File: src/rtl/ex_pipe_stage_if.sv
// Valid/ready stream bundle carrying a control vector and a data payload.
// A beat transfers on a rising clk edge where valid & ready are both 1; valid/ctrl/data must not depend on ready.
interface ex_pipe_stage_if #(
  parameter int CTRL_W = 16,
  parameter int DATA_W = 160
);
  logic              valid;
  logic              ready;
  logic [CTRL_W-1:0] ctrl;
  logic [DATA_W-1:0] data;

  modport master (output valid, output ctrl, output data, input ready);
  modport slave  (input valid, input ctrl, input data, output ready);
endinterface

File: src/rtl/ex_pipe_stage.sv
// Execute-stage pipeline register: main entry M plus skid entry S so in_ready is registered.
// Bubbles always present a zero control vector; flush and reset discard every held entry.
module ex_pipe_stage #(
  parameter int CTRL_W     = 16,
  parameter int DATA_W     = 160,
  parameter bit CLEAR_DATA = 1'b0
) (
  input  logic                clk,
  input  logic                reset,
  input  logic                flush,
  ex_pipe_stage_if.slave      in_if,
  ex_pipe_stage_if.master     out_if,
  output logic [1:0]          occupancy,
  output logic [1:0]          dbg_state_o
);

  // State encoding equals the number of held entries.
  typedef enum logic [1:0] {
    ST_EMPTY = 2'd0,
    ST_ONE   = 2'd1,
    ST_TWO   = 2'd2
  } state_e;

  state_e            state_q;
  logic [CTRL_W-1:0] m_ctrl_q;
  logic [DATA_W-1:0] m_data_q;
  logic [CTRL_W-1:0] s_ctrl_q;
  logic [DATA_W-1:0] s_data_q;

  logic m_full;
  logic in_fire;
  logic out_fire;

  assign m_full      = (state_q != ST_EMPTY);
  assign in_if.ready = (state_q != ST_TWO) & ~reset;
  assign in_fire     = in_if.valid & in_if.ready;
  assign out_fire    = m_full & out_if.ready;

  assign out_if.valid = m_full;
  assign out_if.ctrl  = m_ctrl_q;
  assign out_if.data  = m_data_q;
  assign occupancy    = state_q;
  assign dbg_state_o  = state_q;

  always_ff @(posedge clk) begin
    if (reset) begin
      state_q  <= ST_EMPTY;
      m_ctrl_q <= '0;
      m_data_q <= '0;
      s_ctrl_q <= '0;
      s_data_q <= '0;
    end else if (flush) begin
      state_q  <= ST_EMPTY;
      m_ctrl_q <= '0;
      if (CLEAR_DATA) m_data_q <= '0;
    end else begin
      case (state_q)
        ST_EMPTY: begin
          if (in_fire) begin
            m_ctrl_q <= in_if.ctrl;
            m_data_q <= in_if.data;
            state_q  <= ST_ONE;
          end
        end
        ST_ONE: begin
          if (out_fire && in_fire) begin
            m_ctrl_q <= in_if.ctrl;
            m_data_q <= in_if.data;
          end else if (out_fire) begin
            m_ctrl_q <= '0;
            if (CLEAR_DATA) m_data_q <= '0;
            state_q  <= ST_EMPTY;
          end else if (in_fire) begin
            s_ctrl_q <= in_if.ctrl;
            s_data_q <= in_if.data;
            state_q  <= ST_TWO;
          end
        end
        ST_TWO: begin
          // in_ready is low here, so only the downstream side can move.
          if (out_fire) begin
            m_ctrl_q <= s_ctrl_q;
            m_data_q <= s_data_q;
            state_q  <= ST_ONE;
          end
        end
        default: begin
          state_q  <= ST_EMPTY;
          m_ctrl_q <= '0;
        end
      endcase
    end
  end

endmodule
File: src/flat_wrapper.sv
// flat-port wrapper written by rule: the top's interface ports become plain ports
module ex_pipe_stage_flat 
#(
  parameter int CTRL_W     = 16,
  parameter int DATA_W     = 160,
  parameter bit CLEAR_DATA = 1'b0
)
  (clk, reset, flush, occupancy, dbg_state_o, in_if_valid, in_if_ctrl, in_if_data, in_if_ready, out_if_valid, out_if_ctrl, out_if_data, out_if_ready);
  ex_pipe_stage_if #(.CTRL_W(CTRL_W), .DATA_W(DATA_W)) in_if_i ();
  ex_pipe_stage_if #(.CTRL_W(CTRL_W), .DATA_W(DATA_W)) out_if_i ();
  input  logic clk;
  input  logic reset;
  input  logic flush;
  output logic [1:0] occupancy;
  output logic [1:0] dbg_state_o;
  input wire logic [$bits(in_if_i.valid)-1:0] in_if_valid;
  input wire logic [$bits(in_if_i.ctrl)-1:0] in_if_ctrl;
  input wire logic [$bits(in_if_i.data)-1:0] in_if_data;
  output wire logic [$bits(in_if_i.ready)-1:0] in_if_ready;
  output wire logic [$bits(out_if_i.valid)-1:0] out_if_valid;
  output wire logic [$bits(out_if_i.ctrl)-1:0] out_if_ctrl;
  output wire logic [$bits(out_if_i.data)-1:0] out_if_data;
  input wire logic [$bits(out_if_i.ready)-1:0] out_if_ready;
  assign in_if_i.valid = in_if_valid;
  assign in_if_i.ctrl = in_if_ctrl;
  assign in_if_i.data = in_if_data;
  assign in_if_ready = in_if_i.ready;
  assign out_if_valid = out_if_i.valid;
  assign out_if_ctrl = out_if_i.ctrl;
  assign out_if_data = out_if_i.data;
  assign out_if_i.ready = out_if_ready;
  ex_pipe_stage #(.CTRL_W(CTRL_W), .DATA_W(DATA_W), .CLEAR_DATA(CLEAR_DATA)) u_core (.clk(clk), .reset(reset), .flush(flush), .in_if(in_if_i), .out_if(out_if_i), .occupancy(occupancy), .dbg_state_o(dbg_state_o));
endmodule
File: config.mk
export PLATFORM = sky130hd
export DESIGN_NAME = ex_pipe_stage_flat
export DESIGN_NICKNAME = d
export VERILOG_FILES = /design/src/rtl/ex_pipe_stage_if.sv /design/src/rtl/ex_pipe_stage.sv /design/src/flat_wrapper.sv
export SDC_FILE = /design/constraint.sdc
export NUM_CORES = 1
export LEC_CHECK = 0
export CELL_PAD_IN_SITES_DETAIL_PLACEMENT = 1
export CELL_PAD_IN_SITES_GLOBAL_PLACEMENT = 1
export CORE_UTILIZATION = 33
export DETAILED_ROUTE_END_ITERATION = 10
export PLACE_DENSITY_LB_ADDON = 0.1
export SYNTH_ARGS = -nofsm -noshare
export SYNTH_HDL_FRONTEND = slang
export SYNTH_SLANG_ARGS = --single-unit
File: constraint.sdc
create_clock -name clk -period 1.9 [get_ports clk]
set_clock_uncertainty 0.2 [all_clocks]
set_input_delay 0.19 -clock clk [delete_from_list [all_inputs] [get_ports clk]]
set_output_delay 0.19 -clock clk [all_outputs]
set_load 0.01 [all_outputs]
==> reports/results.tsv <==
metric	value	unit
clock_latency	0.56	ns
gp_congestion	0.7521	
cts_sinks	354	
combPwrFrac	14.3	%
io_buffers	362	
r2r_end	u_core.out_if.data[64]$_SDFFE_PP0P_	
fin_ws	-0.08052	ns
hold_viol	0	
crit_path_start_kind	flop	
drt-initial-drc-count	616	
crit_chain	nand3b_1, o31ai_4, buf_6, buf_12, buf_16, clkbuf_16, a311oi_1	
die_w	212.1	um
stdcell_area	0.02356	mm^2
slew_viol_final	0	
routed_via_density	5.320	
root_buffer	clkbuf_16	
irDropWorstVdd	0.5776	mV
status	finished, violations left	
hp-start	in_if_data[2]	
grt.overflow.total	0	
finalNetCount	2239	
seqPwrFrac	41.2	%
fillCellCount	4625	
yosysWarnings	0	
routedWlPerCell	21.81	um
p_leak	9.837	nW
busiest_layer	met2	
multi_input_area	0.007421	mm^2
grtUsageMet2	39.41	%
grt_max_degree	202	
ys_types	28	
seq_area	0.007094	mm^2
grt_util_met3	6.086	%
power.density	801.5	mW/mm^2
ant_nets	0	
synth-edff-count	0	
r2r-start	u_core.dbg_state_o[0]$_SDFFE_PP0P_	
maxCapViolCount	0	
end_kind	flop	
route.detailed.drc	0	
die_h	212.1	um
synth-seq-cells	354	
yosysMostFrequentCell	dfxtp_1	
ys_seq_area_share	48.65	%
gr-usage-all-layers	23.80	%
cts_tree	built	
violations	setup timing	
fin_crit_sh	104.2	%
yosys.area.top_type	dfxtp_1	
syn-num-nets	1811	
cp-startpoint	u_core.dbg_state_o[0]$_SDFFE_PP0P_	
crit_buf_inv	4	
clkSlewWorstSetupHoldPaths	0.06	ns
num_vias	14231	
p_switching	4.626	mW
yosys-top-cells-area	dfxtp_1 49%, mux2i_1 12%, a21oi_1 12%, a311oi_1 9.6%, nand2_1 9.1%	
clockBufferDepth	3	
cts_made_buffers	41	
area_growth	61.72	%
grt_pass1_vias	14282	
path_max_fanout	7	
pre_cts_ws	-0.4338	ns
min_path_type	in -> reg	
grt_use_met1	29.93	%
path_delay_family	buffers and inverters	
p_clk_share	44.5	%
setup_viol	97	
clock.fmax	504.9	MHz
ys.flop_type	dfxtp_1	
reg2reg_depth	7	
core.rowCount	76	
io_pins	363	
tightestPinTransition	1.185	ns
slowest_delay	0.39	ns
arrival	2.21	ns
slew_headroom	21.01	%
wirelength	58350	um
start_util	33.67	%
required	2.13	ns
coreArea	0.04327	mm^2
synth_cells	1630	
grt_setup_unrepaired	yes	
worstSetupEndpoint	u_core.out_if.data[64]$_SDFFE_PP0P_	
die-area	0.04499	mm^2
async_reset_ff_share	0	%
cp_num_cells	7	
place.detailed.instances	2480	
grt_pass1_wl	83140	um
antenna_found_initial	8	
htree_levels	2	
drtPass1Iterations	5	
hpwl	31840	um
internal-power	14.26	mW
slowest_stage	dfxtp_4	
synth.cells.most_frequent	354 x dfxtp_1, 352 x nand2_1, 336 x a21oi_1	
whs	0.02720	ns
crit_type	reg -> reg	
synth_top_area_share	48.65	%
netlist_area	0.01457	mm^2
fin_cells	2675	
sw_frac_of_total	24.50	%
final_layout_size_suffix_gt1_share	17.41	%
dpl_cell_area	0.01924	mm^2
final.min_clock_period	1.981	ns
syn-mean-instance-area	8.937	um^2
r2r_setup_slack	-0.08	ns
[area by class of cell]
class                   instances  area share, %
multi-input cells            1095          31.50
flip-flops and latches        354          30.11
repair buffers                565          29.14
clock buffers                  60          5.295
well taps                     585          3.107
clock inverters                10         0.7435
diodes                          5        0.05311
inverters                       1        0.04780
[worst reg2reg max path, cell delays in order (launching register included)]
cell and delay (ns):
dfxtp_4 0.39, nand3b_1 0.20, o31ai_4 0.10, buf_6 0.16
buf_12 0.15, buf_16 0.16, clkbuf_16 0.17, a311oi_1 0.32
[routing by layer]
| metal | wire length (um) | vias up |
|---|---|---|
| li1 | - | 6755 |
| met2 | 28250 | 322 |
| met3 | 3060 | 85 |
| met1 | 25480 | 7063 |
| met4 | 1513 | 6 |
| met5 | 41 | - |
[through the flow]
stage	total power, mW	utilization [%]	setup TNS, ns
2_1_floorplan	8.804	-	0
3_3_place_gp	10.00	44.46	-97.96
3_5_place_dp	10.04	44.46	-111.30
4_1_cts	18.90	52.00	-10.83
5_1_grt	19.57	54.45	-12.39
6_report	18.88	54.45	-2.780
[power by group through the flow]
| stage | Combinational (mW) | Sequential [mW] | Clock, mW |
|---|---|---|---|
| 2_1_floorplan | 0.811 | 7.99 | 0 |
| 3_3_place_gp | 2.08 | 7.92 | 0 |
| 3_5_place_dp | 2.12 | 7.92 | 0 |
| 4_1_cts | 2.51 | 7.76 | 8.62 |
| 5_1_grt | 2.86 | 7.80 | 8.91 |
| 6_report | 2.70 | 7.78 | 8.41 |
[logic make-up (layout without fill, tap and decap cells)]
kind of cell	Yosys count	in the layout	share of synthesized area, %
compound gates	532	532	23.24
simple gates	385	385	10.37
buf+inv	181	636	5.514
flops	354	354	48.65
mux	178	178	12.23
other cells	0	5	0
[flip-flops by register name (all words and copies together) (netlist names)]
signal              count
u_core.dbg_state_o      2
u_core.out_if.ctrl     16
u_core.out_if.data    160
u_core.s_ctrl_q        16
u_core.s_data_q       160
[worst min-delay path by stage]
stage / slack [ns] / endpoint / cells past startpoint
floorplan: 0.13 / u_core.s_ctrl_q[0]$_SDFFE_PP0P_ / 2
global placement: 0.24 / u_core.s_data_q[22]$_SDFFE_PP0P_ / 2
detailed placement: 0.25 / u_core.s_data_q[137]$_SDFFE_PP0P_ / 2
CTS: 0.00009 / u_core.s_data_q[35]$_SDFFE_PP0P_ / 3
global route: 0.009 / u_core.s_data_q[110]$_SDFFE_PP0P_ / 3
finish: 0.03 / u_core.s_data_q[2]$_SDFFE_PP0P_ / 3
[cell usage in the layout (no fill, tap or decap), types with 11 or more instances in the layout]
cell type / n
clkbuf_16: 57
buf_12: 40
a311oi_1: 110
clkbuf_8: 15
buf_8: 14
a21oi_1: 277
dfxtp_1: 352
clkdlybuf4s50_1: 286
buf_6: 16
mux2i_1: 178
dlygate4sd3_1: 47
a311oi_2: 50
nand2_1: 338
buf_4: 41
a21oi_2: 45
o2bb2ai_1: 16
nor2_1: 17
a22oi_1: 15
buf_16: 31
nand2_2: 11
dlymetal6s2s_1: 36
dlygate4sd2_1: 37
a21oi_4: 14
[timing repair]
item                                   4_1_cts  5_1_grt
setup endpoints to repair                  280      392
hold buffers                                47        0
buffers inserted                            22        8
pin swaps                                   79      113
gates cloned                                28       19
resized for setup                          155      157
endpoints found under the hold margin       72        0
(Power assumes the default switching activity.)
